File: config.mk
export PLATFORM = sky130hd
export DESIGN_NAME = fwd_hazard_ctrl
export DESIGN_NICKNAME = d
export VERILOG_FILES = /design/src/rtl/fwd_pkg.sv /design/src/rtl/fwd_sel_logic.sv /design/src/rtl/fwd_hazard_ctrl.sv
export SDC_FILE = /design/constraint.sdc
export NUM_CORES = 1
export LEC_CHECK = 0
export CAP_MARGIN = 15
export CORE_ASPECT_RATIO = 1.2
export CORE_MARGIN = 2
export CORE_UTILIZATION = 61
export CTS_CLUSTER_DIAMETER = 120
export DETAILED_ROUTE_END_ITERATION = 8
export DONT_BUFFER_PORTS = 1
export PLACE_DENSITY = 0.79
export SLEW_MARGIN = 0
export SYNTH_ARGS = -nofsm -noshare
export SYNTH_HDL_FRONTEND = slang
export SYNTH_SLANG_ARGS = --single-unit
File: constraint.sdc
create_clock -name clk -period 2.1 [get_ports clk]
set_input_delay 0.315 -clock clk [delete_from_list [all_inputs] [get_ports clk]]
set_output_delay 0.315 -clock clk [all_outputs]
set_load 0.02 [all_outputs]
File: src/rtl/fwd_pkg.sv
// Shared definitions for the EX-stage operand-forwarding / load-use hazard block:
// mux select encodings, the hazard FSM state type and the pipeline shadow entry.
package fwd_pkg;

    // Operand mux selects seen by the EX-stage ALU
    localparam logic [1:0] FWD_RF = 2'b00;  // register-file operand
    localparam logic [1:0] FWD_WB = 2'b01;  // MEM/WB writeback value
    localparam logic [1:0] FWD_EX = 2'b10;  // EX/MEM ALU result

    // Shadow rd field is sized for the widest register index we support;
    // narrower indices are zero-extended into it (REG_ADDR_W must be <= 8).
    localparam int SHADOW_RD_W = 8;

    // Load-use stall counter; STALL_CYCLES is limited to 1..3
    localparam int CNT_W = 2;

    typedef enum logic {
        RUN   = 1'b0,
        STALL = 1'b1
    } fwd_state_e;

    typedef struct packed {
        logic                   valid;
        logic [SHADOW_RD_W-1:0] rd;
        logic                   reg_write;
        logic                   mem_read;
    } shadow_entry_t;

endpackage

File: src/rtl/fwd_sel_logic.sv
// Forwarding select for one source operand: compares rs against the rd of the
// instruction about to enter MEM (ID/EX shadow) and the one about to enter WB
// (EX/MEM shadow). The nearer producer wins; x0 never forwards.
module fwd_sel_logic
    import fwd_pkg::*;
(
    input  logic [SHADOW_RD_W-1:0] rs,
    input  logic                   slot_valid,
    input  shadow_entry_t          idex,
    input  shadow_entry_t          exmem,
    output logic [1:0]             sel
);

    // Priority encode: youngest producer first, then the older one
    always_comb begin
        sel = FWD_RF;
        if (slot_valid && (rs != '0)) begin
            if (idex.valid && idex.reg_write && (idex.rd == rs)) begin
                sel = FWD_EX;
            end else if (exmem.valid && exmem.reg_write && (exmem.rd == rs)) begin
                sel = FWD_WB;
            end
        end
    end

endmodule

File: src/rtl/fwd_hazard_ctrl.sv
// Operand-forwarding select generation and load-use hazard control for the
// EX stage of the 5-stage pipeline. Keeps destination-register shadows for
// ID/EX, EX/MEM and MEM/WB, registers the mux selects for the EX cycle and
// stalls IF/ID while injecting ID/EX bubbles on a load-use dependency.
// Optional build macro FWD_STATS_EN adds saturating forward/stall counters.
module fwd_hazard_ctrl
    import fwd_pkg::*;
#(
    parameter int REG_ADDR_W   = 5,
    parameter int STALL_CYCLES = 1
`ifdef FWD_STATS_EN
   ,parameter int STATS_W      = 32
`endif
) (
    input  logic                  clk,
    input  logic                  reset_n,
    input  logic                  hold,
    input  logic                  flush,
    input  logic                  id_valid,
    input  logic [REG_ADDR_W-1:0] id_rs1,
    input  logic [REG_ADDR_W-1:0] id_rs2,
    input  logic [REG_ADDR_W-1:0] id_rd,
    input  logic                  id_reg_write,
    input  logic                  id_mem_read,
    output logic [1:0]            fwd_a_sel,
    output logic [1:0]            fwd_b_sel,
    output logic                  stall_if_id,
    output logic                  bubble_id_ex
`ifdef FWD_STATS_EN
   ,output logic [STATS_W-1:0]    stat_fwd_ex,
    output logic [STATS_W-1:0]    stat_fwd_wb,
    output logic [STATS_W-1:0]    stat_stall_cycles
`endif
);

    shadow_entry_t          idex_q, idex_d;
    shadow_entry_t          exmem_q, exmem_d;
    shadow_entry_t          memwb_q, memwb_d;
    logic [1:0]             sel_a_q, sel_a_d, sel_b_q, sel_b_d;
    logic [1:0]             sel_a_c, sel_b_c;
    fwd_state_e             state_q, state_d;
    logic [CNT_W-1:0]       cnt_q, cnt_d;
    logic [SHADOW_RD_W-1:0] rs1_x, rs2_x, rd_x;
    logic                   load_use;
    logic                   kill;

    assign rs1_x = SHADOW_RD_W'(id_rs1);
    assign rs2_x = SHADOW_RD_W'(id_rs2);
    assign rd_x  = SHADOW_RD_W'(id_rd);

    fwd_sel_logic u_sel_a (
        .rs         (rs1_x),
        .slot_valid (id_valid),
        .idex       (idex_q),
        .exmem      (exmem_q),
        .sel        (sel_a_c)
    );

    fwd_sel_logic u_sel_b (
        .rs         (rs2_x),
        .slot_valid (id_valid),
        .idex       (idex_q),
        .exmem      (exmem_q),
        .sel        (sel_b_c)
    );

    // The load sitting in ID/EX cannot forward its data to the very next instruction
    assign load_use = id_valid && idex_q.valid && idex_q.mem_read && (idex_q.rd != '0) &&
                      ((idex_q.rd == rs1_x) || (idex_q.rd == rs2_x));

    // Hazard FSM, stall/bubble outputs and shadow/select advance
    always_comb begin
        state_d      = state_q;
        cnt_d        = cnt_q;
        stall_if_id  = 1'b0;
        bubble_id_ex = 1'b0;
        idex_d       = idex_q;
        exmem_d      = exmem_q;
        memwb_d      = memwb_q;
        sel_a_d      = sel_a_q;
        sel_b_d      = sel_b_q;
        kill         = 1'b0;

        case (state_q)
            RUN: begin
                if (load_use) begin
                    stall_if_id  = 1'b1;
                    bubble_id_ex = 1'b1;
                    // A single-bubble stall finishes this cycle and stays in RUN
                    if (STALL_CYCLES > 1) begin
                        cnt_d   = CNT_W'(STALL_CYCLES - 1);
                        state_d = STALL;
                    end
                end
            end
            STALL: begin
                stall_if_id  = 1'b1;
                bubble_id_ex = 1'b1;
                cnt_d        = cnt_q - 1'b1;
                if (cnt_q <= CNT_W'(1)) begin
                    state_d = RUN;
                end
            end
            default: state_d = RUN;
        endcase

        if (hold) begin
            // Frozen pipeline: state and inputs are stable, so stall/bubble keep their level
            state_d = state_q;
            cnt_d   = cnt_q;
        end else begin
            if (flush) begin
                // Redirect wins over the stall; the stalled consumer is being killed anyway
                state_d      = RUN;
                cnt_d        = '0;
                stall_if_id  = 1'b0;
                bubble_id_ex = 1'b0;
            end
            kill    = bubble_id_ex || flush;
            memwb_d = exmem_q;
            exmem_d = idex_q;
            if (kill || !id_valid) begin
                idex_d = '0;
            end else begin
                idex_d = '{valid: 1'b1, rd: rd_x, reg_write: id_reg_write, mem_read: id_mem_read};
            end
            sel_a_d = kill ? FWD_RF : sel_a_c;
            sel_b_d = kill ? FWD_RF : sel_b_c;
        end
    end

    // State registers; reset leaves empty shadows so nothing forwards afterwards
    always_ff @(posedge clk or negedge reset_n) begin
        if (!reset_n) begin
            state_q <= RUN;
            cnt_q   <= '0;
            idex_q  <= '0;
            exmem_q <= '0;
            memwb_q <= '0;
            sel_a_q <= FWD_RF;
            sel_b_q <= FWD_RF;
        end else begin
            state_q <= state_d;
            cnt_q   <= cnt_d;
            idex_q  <= idex_d;
            exmem_q <= exmem_d;
            memwb_q <= memwb_d;
            sel_a_q <= sel_a_d;
            sel_b_q <= sel_b_d;
        end
    end

    assign fwd_a_sel = sel_a_q;
    assign fwd_b_sel = sel_b_q;

`ifdef FWD_STATS_EN
    logic [STATS_W-1:0] st_ex_q, st_ex_d;
    logic [STATS_W-1:0] st_wb_q, st_wb_d;
    logic [STATS_W-1:0] st_stall_q, st_stall_d;

    function automatic logic [STATS_W-1:0] sat_add(input logic [STATS_W-1:0] a,
                                                   input logic [1:0]         inc);
        logic [STATS_W:0] s;
        s = {1'b0, a} + {{(STATS_W-1){1'b0}}, inc};
        return s[STATS_W] ? '1 : s[STATS_W-1:0];
    endfunction

    // Count selects as they are registered, and every non-frozen stall cycle
    always_comb begin
        st_ex_d    = st_ex_q;
        st_wb_d    = st_wb_q;
        st_stall_d = st_stall_q;
        if (!hold) begin
            st_ex_d    = sat_add(st_ex_q, {1'b0, sel_a_d == FWD_EX} + {1'b0, sel_b_d == FWD_EX});
            st_wb_d    = sat_add(st_wb_q, {1'b0, sel_a_d == FWD_WB} + {1'b0, sel_b_d == FWD_WB});
            st_stall_d = sat_add(st_stall_q, {1'b0, stall_if_id});
        end
    end

    // Statistics registers
    always_ff @(posedge clk or negedge reset_n) begin
        if (!reset_n) begin
            st_ex_q    <= '0;
            st_wb_q    <= '0;
            st_stall_q <= '0;
        end else begin
            st_ex_q    <= st_ex_d;
            st_wb_q    <= st_wb_d;
            st_stall_q <= st_stall_d;
        end
    end

    assign stat_fwd_ex       = st_ex_q;
    assign stat_fwd_wb       = st_wb_q;
    assign stat_stall_cycles = st_stall_q;
`endif

endmodule

==> reports/metrics.yaml, run 1 <==
htree_num_levels: 1
dieWidth_um: 44.4
final-setup-viol-count: 2
nets: 146
seq_area_frac_synth_pct: 46.2
arrival_ns: 1.81
gp_congestion: 0.887
max_slew_margin_pct: 36.3
grt_overflow: 0
p_leak_uw: 0.000596
dp_hpwl_mm: 1.80
routed_wl_mm: 2.56
root_buffer: "clkbuf_4"
final_common_cell: "dfrtp_1"
antenna_cells: 0
path_clk_slew_ns: 0.12
outcome: "finished with violations"
crit_path_top_delay_cell: "or4_4"
p_total_uw: 777
hold_viol_final: 0
die_h_um: 52.4
synthDistinctLibCells: 27
final_cell_area_mm2: 0.00138
rrSetupSlack_ns: 0.09
row_count: 17
cp_max_fo: 5
die_area_mm2: 0.00233
place_ws_ns: 0.219
ys_ff_latch: 22
yosys_warnings: 0
layout_common_cells: "dfrtp_1, buf_4, xor2_1"
synthCells: 108
grt_max_degree: 27
rsz0062_at_grt: "yes"
grt_pass1_vias: 978
antenna_found_initial: 0
drc: 0
worst-path-buf-inv: 1
coreArea_mm2: 0.00185
ff2ff_path_depth: 9
hold_depth: 1
worstSkewPairLatency_ns: 0.29
fin_skew_ns: 0.00747
finalCritPeriodShare_pct: 101
min_to: "cnt_q[1]"
critPathCaptureType: "output port"
vias_per_cell: 6.40
port_buffers: 0
drive_above_1_share_pct: 28.9
hold_slack_ns: 0.0948
critPathLaunchType: "flip-flop"
cts_made_buffers: 3
worst-setup-path-type: "flip-flop to output port"
fill_cells: 124
fmax_mhz: 470
worst_r2r_endpoint: "fwd_a_sel[0]"
drt_iter0_drc: 13
initial_utilization_pct: 64.4
avgSynthCellArea_um2: 11.0
power.density_mw_per_mm2: 564
worstHoldPathType: "input pin to flip-flop"
syn-num-nets: 131
min-delay-start: "flush"
failed_checks: "negative setup slack"
drv_slew: 0
routedWlPerCell_um: 18.3
drtPass1Iterations: 4
pin_count: 28
synth.cell_area_mm2: 0.00119
finalWorstSetupSlack_ns: -0.0270
placed_area_mm2: 0.00122
fin_crit_ns: 2.13
crit_chain: "or4_4, o2111ai_4, a21o_2, a21oi_2, buf_6"
area_delta_synth_final_pct: 15.4
multiInputGateArea_um2: 634
vdd_drop_max_v: 0.000484
clock_sinks: 22
seq_area_um2: 554
track_usage_pct: 24.7
required_ns: 1.78
vias: 896
critPathTopFamily: "simple AND/OR/NAND/NOR gates"
place_inst: 124
clk_path_buf_depth: 2
grt_pass1_wl_mm: 4.13
r2r-start: "idex_q[5]"
cp_slowest_stage_delay_ns: 0.53
route.antenna.remaining_nets: 0
maxCapViolCount: 0
layout.cells.non_filler: 140
cts_tree: "yes"
worst_pin_slew_ns: 0.952
[power by group]
group / leakage [µW] / switching (µW) / internal, µW
registers: 0.000294 / 28.2 / 447
clock network: 0.0000138 / 115 / 66.6
logic: 0.000288 / 48.2 / 71.3
total: 0.000596 / 192 / 585
[Yosys cell counts]
cell       instances  share of area, %
nand3_1            5               2.1
nor2b_1            1              0.52
nor4b_1            1              0.73
xor2_1            11               8.1
inv_1              3              0.94
o21ai_0            3               1.3
or4b_1             1              0.84
a21o_2             1              0.73
dfrtp_1           22                46
o31ai_1            1              0.63
nor4_1             2               1.0
nand2_1            5               1.6
buf_4              2               1.3
nor2_1             4               1.3
a21oi_1            3               1.3
or4_4              1              0.94
clkbuf_1           4               1.3
mux2_2             7               6.6
or4_1              2               1.3
xnor2_1            9               6.6
nor3_1             4               1.7
o21a_1             2               1.3
a32o_1             9               7.6
o2111ai_2          1               1.3
ha_1               1               1.0
o211ai_1           1              0.63
a22o_1             2               1.5
[per-layer routing]
| layer | part of all wire, % | track usage, % | up-vias | wire length, µm |
|---|---|---|---|---|
| met5 | 0 | 0 | - | 0 |
| met4 | 1.4 | 11.6 | 0 | 37 |
| met3 | 5.7 | 3.79 | 4 | 147 |
| met2 | 53 | 44.9 | 31 | 1360 |
| met1 | 40 | 27.7 | 437 | 1020 |
| li1 | - | - | 424 | - |
[worst reg2reg max path: stages (launching register included)]
cell and delay (ns):
dfrtp_2 0.45, xor2_1 0.18, nor3_2 0.22, nand3_1 0.12
buf_4 0.15, buf_4 0.12, buf_4 0.12, buf_4 0.12
o21a_1 0.18, a32o_1 0.25
[cell families (layout without fill, tap and decap cells)]
kind of cell | count (synthesis) | in the layout | share of synthesized area (%)
and+or+nand+nor | 26 | 26 | 12.0
xor gates and xnor gates | 20 | 20 | 14.7
buffers and inverters | 9 | 22 | 3.46
AOI/OAI and AO/OA | 23 | 23 | 16.1
muxes | 7 | 7 | 6.61
DFF | 22 | 22 | 46.2
adders and majority gates | 1 | 1 | 1.05
[sequential cells by signal, summed over array words and instances, names as in the netlist]
register   cells
cnt_q          2
exmem_q        7
fwd_a_sel      2
fwd_b_sel      2
idex_q         8
state_q        1
[cell type report]
cell class              count  share of cell area [%]
inverters                   3                   0.818
multi-input cells          77                    46.1
clock buffers               3                    1.64
flip-flops and latches     22                    40.3
well taps                  19                    1.73
repair buffers             16                    9.45
[worst max path at each step]
stage / start / endpoint / slack [ns] / cells past startpoint
after floorplan: idex_q[4] / stall_if_id / 0.06 / 7
after CTS: idex_q[5] / bubble_id_ex / -0.01 / 7
after global placement: idex_q[3] / bubble_id_ex / 0.29 / 5
after global routing: idex_q[5] / bubble_id_ex / -0.09 / 6
after detailed placement: idex_q[4] / bubble_id_ex / 0.22 / 6
final: idex_q[4] / bubble_id_ex / -0.03 / 5
[stage by stage]
step	TNS (ns)	util [%]
after CTS	-0.0221	71.8
after global routing	-0.187	74.4
after detailed placement	0	65.9
after floorplan	0	-
final	-0.0539	74.4
after global placement	0	65.9
[what timing repair did]
| item | CTS | global route |
|---|---|---|
| endpoints found under the setup margin | 2 | 3 |
| buffers inserted | 9 | 3 |
| cloned | 0 | 0 |
| endpoints found under the hold margin | 22 | 0 |
| hold buffers | 1 | 0 |
| gates resized for setup | 4 | 4 |
| pin swaps | 6 | 3 |
Power figures use the tool's default switching activity.
==> run 2: changes to the inputs <==
--- a/config.mk
+++ b/config.mk
@@ -13,6 +13,7 @@
 export DETAILED_ROUTE_END_ITERATION = 8
 export DONT_BUFFER_PORTS = 1
 export PLACE_DENSITY = 0.79
+export SKIP_CTS_REPAIR_TIMING = 1
 export SLEW_MARGIN = 0
 export SYNTH_ARGS = -nofsm -noshare
 export SYNTH_HDL_FRONTEND = slang
==> reports/metrics.yaml, run 2 (same netlist as run 1, synthesis figures left out) <==
outcome: "finished with violations"
failed_checks: "negative setup slack"
grt_overflow: 0  # unchanged
drtPass1Iterations: 4  # unchanged
hold_slack_ns: 0.0988  # +0.00405 ns
vdd_drop_max_v: 0.000502  # +3.7%
drv_slew: 0  # unchanged
critPathTopFamily: "simple AND/OR/NAND/NOR gates"
gp_congestion: 0.887  # unchanged
layout_common_cells: "dfrtp_1, xor2_1, xnor2_1, a32o_1, mux2_2"
track_usage_pct: 23.5  # -1.2 points
route.antenna.remaining_nets: 0  # unchanged
cts_tree: "yes"
switchingPower_uw: 184  # -3.9%
power.density_mw_per_mm2: 587  # +4.1%
clk_path_buf_depth: 2  # unchanged
finalWorstSetupSlack_ns: -0.0469  # -0.0199 ns
required_ns: 1.78  # about the same
largest_reg_flops: 8  # unchanged
drt_iter0_drc: 15  # +2
dieWidth_um: 44.4  # unchanged
hold_viol_final: 0  # unchanged
top_register: "idex_q"
clock_sinks: 22  # unchanged
die_area_mm2: 0.00233  # unchanged
worstSkewPairLatency_ns: 0.29  # about the same
worstHoldPathType: "input pin to flip-flop"
drc: 0  # unchanged
arrival_ns: 1.83  # +0.02 ns
pin_count: 28  # unchanged
grt_pass1_vias: 938  # -4.1%
vias: 846  # -5.6%
coreArea_mm2: 0.00185  # unchanged
crit_path_top_delay_cell: "or4_4"
finalCritPeriodShare_pct: 102  # +0.95 points
max_slew_margin_pct: 75.8  # +39 points
vias_per_cell: 6.51  # +1.7%
grt_max_degree: 27  # unchanged
p_total_uw: 761  # -2.0%
pwr-share-comb_pct: 14.1  # -1.3 points
nets: 136  # -6.8%
crit_chain: "or4_4, o2111ai_2, a21o_2, a21oi_2, buf_6"
row_count: 17  # unchanged
p_clk_share_pct: 23.6  # +0.2 points
critPathLaunchType: "flip-flop"
post-route-util_pct: 70.0  # -4.3 points
fin_skew_ns: 0.00463  # -0.00284 ns
rsz0062_at_grt: "yes"
initial_utilization_pct: 64.4  # unchanged
dp_hpwl_mm: 1.80  # unchanged
htree_num_levels: 1  # unchanged
routedWlPerCell_um: 18.5  # +0.80%
fin_crit_ns: 2.15  # +0.0199 ns
path_clk_slew_ns: 0.11  # about the same
root_buffer: "clkbuf_4"
cp_slowest_stage_delay_ns: 0.54  # about the same
final-setup-viol-count: 2  # unchanged
worst_pin_slew_ns: 0.360  # -0.591 ns
place_ws_ns: 0.219  # unchanged
worst-setup-path-type: "flip-flop to output port"
area_delta_synth_final_pct: 8.71
grt_pass1_wl_mm: 3.92  # -5.2%
cp_max_fo: 5  # unchanged
critPathCaptureType: "output port"
antenna_cells: 0  # unchanged
reg.largest.list: "idex_q (8), exmem_q (7)"
fmax_mhz: 466  # -0.93%
drive_above_1_share_pct: 22.5  # -6.4 points
cts_made_buffers: 3  # unchanged
maxCapViolCount: 0  # unchanged
swShare_pct: 24.2  # -0.48 points
seqPwrFrac_pct: 62.3  # +1.1 points
die_h_um: 52.4  # unchanged
antenna_found_initial: 0  # unchanged
p_leak_uw: 0.000553  # -7.2%
power.internal_uw: 577  # -1.4%
final_common_cell: "dfrtp_1"
worst-path-buf-inv: 1  # unchanged
routed_wl_mm: 2.40  # -6.4%
port_buffers: 0  # unchanged
[run 2: final timing paths]
check                           startpoint      endpoint  slack (ns)  cells past startpoint
worst min register to register  exmem_q[1]    exmem_q[1]        0.52                      1
min in group asynchronous          reset_n  fwd_b_sel[1]        0.45                      2
max in group asynchronous          reset_n     idex_q[4]        1.50                      2
worst max register to register   idex_q[4]  fwd_b_sel[1]        0.30                      4
worst max-delay path             idex_q[4]  bubble_id_ex       -0.05                      5
worst min-delay path                 flush      cnt_q[1]         0.1                      1
[run 2: routing by layer]
layer	wire length (µm)	GRT usage (%)	vias up
met2	1270	42.4	20
met3	122	3.79	4
met5	0	0	-
li1	-	-	406
met4	42	11.6	0
met1	962	26.2	416
[run 2: stage by stage]
| stage | TNS, ns | cells | cell area [µm²] |
|---|---|---|---|
| finish | -0.0937 | 130 | 1300 |
| global route | -0.287 | 130 | 1300 |
| CTS | -0.210 | 127 | 1240 |
| detailed placement | 0 | 124 | 1220 |
| global placement | 0 | 124 | 1220 |
| floorplan | 0 | 108 | 1200 |
[run 2: power by group through the flow]
| stage | Sequential, µW | Combinational [µW] | Clock [µW] |
|---|---|---|---|
| 2_1_floorplan | 475 | 83.3 | 0 |
| 3_3_place_gp | 482 | 83.4 | 0 |
| 3_5_place_dp | 483 | 88.6 | 0 |
| 4_1_cts | 474 | 89.5 | 184 |
| 5_1_grt | 478 | 120 | 202 |
| 6_report | 474 | 108 | 179 |
[run 2: layout make-up]
type	instances	area [µm²]
multi-input cells	77	621
flip-flops and latches	22	554
fillers	137	554
repair buffers	6	63.8
well taps	19	23.8
clock buffers	3	22.5
inverters	3	11.3
==> run 3: changes to the inputs <==
--- a/config.mk
+++ b/config.mk
@@ -12,6 +12,8 @@
 export CTS_CLUSTER_DIAMETER = 120
 export DETAILED_ROUTE_END_ITERATION = 8
 export DONT_BUFFER_PORTS = 1
+export GPL_ROUTABILITY_DRIVEN = 0
+export GPL_TIMING_DRIVEN = 0
 export PLACE_DENSITY = 0.79
 export SKIP_CTS_REPAIR_TIMING = 1
 export SLEW_MARGIN = 0
==> reports/metrics.yaml, run 3 (same netlist as run 1, synthesis figures left out) <==
drv_slew: 0  # unchanged
rsz0062_at_grt: "yes"
largest_reg_flops: 8  # unchanged
max_slew_margin_pct: 36.2  # -40 points
final-setup-viol-count: 2  # unchanged
crit_chain: "xor2_1, nor3_1, nand3_1, a21o_4, a21oi_4, buf_6"
drtPass1Iterations: 4  # unchanged
top_register: "idex_q"
worstHoldPathType: "input pin to flip-flop"
grt_max_degree: 23  # -15%
area_delta_synth_final_pct: 11.9
drive_above_1_share_pct: 22.7  # +0.17 points
critPathTopFamily: "compound AO/OA/AOI/OAI gates"
hold_viol_final: 0  # unchanged
grt_pass1_vias: 879  # -6.3%
htree_num_levels: 1  # unchanged
seq_area_um2: 556  # +0.23%
route.antenna.remaining_nets: 0  # unchanged
coreArea_mm2: 0.00185  # unchanged
final_cell_area_mm2: 0.00133  # +2.9%
fill_cells: 134  # -2.2%
dieWidth_um: 44.4  # unchanged
clk_path_buf_depth: 2  # unchanged
multiInputGateArea_um2: 618  # -0.40%
drt_iter0_drc: 22  # +7
post-route-util_pct: 72.1  # +2.0 points
routedWlPerCell_um: 17.6  # -4.8%
maxCapViolCount: 0  # unchanged
swShare_pct: 24.6  # +0.43 points
critPathLaunchType: "flip-flop"
fin_crit_ns: 2.27  # +0.122 ns
row_count: 17  # unchanged
cts_made_buffers: 3  # unchanged
cp_slowest_stage_delay_ns: 0.47  # -0.07 ns
worst_pin_slew_ns: 0.954  # +0.593 ns
path_clk_slew_ns: 0.12  # about the same
placed_area_mm2: 0.00122  # +0.10%
finalWorstSetupSlack_ns: -0.169  # -0.122 ns
place_inst: 127  # +2.4%
antenna_cells: 0  # unchanged
final_common_cell: "dfrtp_1"
p_clk_share_pct: 28.2  # +4.6 points
switchingPower_uw: 201  # +8.9%
pwr-share-comb_pct: 13.6  # -0.5 points
vias_per_cell: 6.30  # -3.2%
vias: 869  # +2.7%
die_h_um: 52.4  # unchanged
p_leak_uw: 0.000569  # +2.8%
die_area_mm2: 0.00233  # unchanged
power.density_mw_per_mm2: 611  # +4.0%
power.internal_uw: 614  # +6.4%
dp_hpwl_mm: 1.78  # -0.83%
reg.largest.list: "idex_q (8), exmem_q (7)"
drc: 0  # unchanged
layout.cells.non_filler: 138  # +6.2%
worst-path-buf-inv: 1  # unchanged
worstSkewPairLatency_ns: 0.30  # about the same
grt_pass1_wl_mm: 3.91  # -0.18%
fmax_mhz: 441  # -5.4%
antenna_found_initial: 0  # unchanged
port_buffers: 0  # unchanged
root_buffer: "clkbuf_4"
critPathCaptureType: "output port"
nets: 143  # +5.1%
clock_sinks: 22  # unchanged
failed_checks: "negative setup slack"
cp_max_fo: 5  # unchanged
worst-setup-path-type: "flip-flop to output port"
outcome: "finished with violations"
finalCritPeriodShare_pct: 108  # +5.8 points
seqPwrFrac_pct: 58.2  # -4.1 points
pin_count: 28  # unchanged
arrival_ns: 1.95  # +0.12 ns
track_usage_pct: 23.4  # -0.077 points
crit_path_top_delay_cell: "dfrtp_2"
grt_overflow: 0  # unchanged
initial_utilization_pct: 64.4  # unchanged
layout_common_cells: "dfrtp_1, xor2_1, xnor2_1, a32o_1"
routed_wl_mm: 2.42  # +1.0%
vdd_drop_max_v: 0.000502  # about the same
cts_tree: "yes"
required_ns: 1.78  # about the same
fin_skew_ns: 0.00444  # -0.000185 ns
==> run 3: final cells by class <==
type,count,area share [%]
Multi-Input combinational cell,77,46.3
Clock buffer,4,2.72
Timing Repair Buffer,8,4.69
Sequential cell,22,41.7
Tap cell,19,1.78
Buffer,5,1.97
Inverter,3,0.844
==> run 3: routing by layer <==
layer  global-route usage (%)  wire length [µm]  vias up
met5                        0                 0        -
met4                     9.09                13        0
met3                     2.76                91        2
met2                     40.0              1250       18
met1                     30.0              1070      431
li1                         -                 -      418
==> run 3: path summary, 6_finish.rpt <==
check,startpoint,to,slack [ns],depth (start not counted)
max,idex_q[5],stall_if_id,-0.17,6
min,flush,cnt_q[1],0.09,1
max reg2reg,idex_q[5],idex_q[3],0.21,7
min reg2reg,exmem_q[1],exmem_q[1],0.52,1
max in group asynchronous,reset_n,idex_q[3],0.86,1
min in group asynchronous,reset_n,cnt_q[0],0.59,1
==> run 3: stage by stage <==
| stage | hold WS, ns | total power [µW] | setup slack [ns] | TNS [ns] |
|---|---|---|---|---|
| 6_report | 0.0893 | 815 | -0.169 | -0.182 |
| 4_1_cts | -0.327 | 807 | -0.443 | -0.678 |
| 3_3_place_gp | 0.0198 | 574 | -0.0887 | -0.0887 |
| 3_5_place_dp | 0.0198 | 578 | -0.0869 | -0.0869 |
| 2_1_floorplan | 0.0194 | 559 | 0.0635 | 0 |
| 5_1_grt | 0.0660 | 857 | -0.276 | -0.392 |
==> run 3: power by group through the flow <==
stage | Combinational (µW) | Sequential (µW) | Clock [µW]
floorplan | 83.3 | 475 | 0
global placement | 92.0 | 482 | 0
detailed placement | 95.7 | 482 | 0
CTS | 96.4 | 474 | 236
global route | 124 | 478 | 255
finish | 111 | 474 | 229
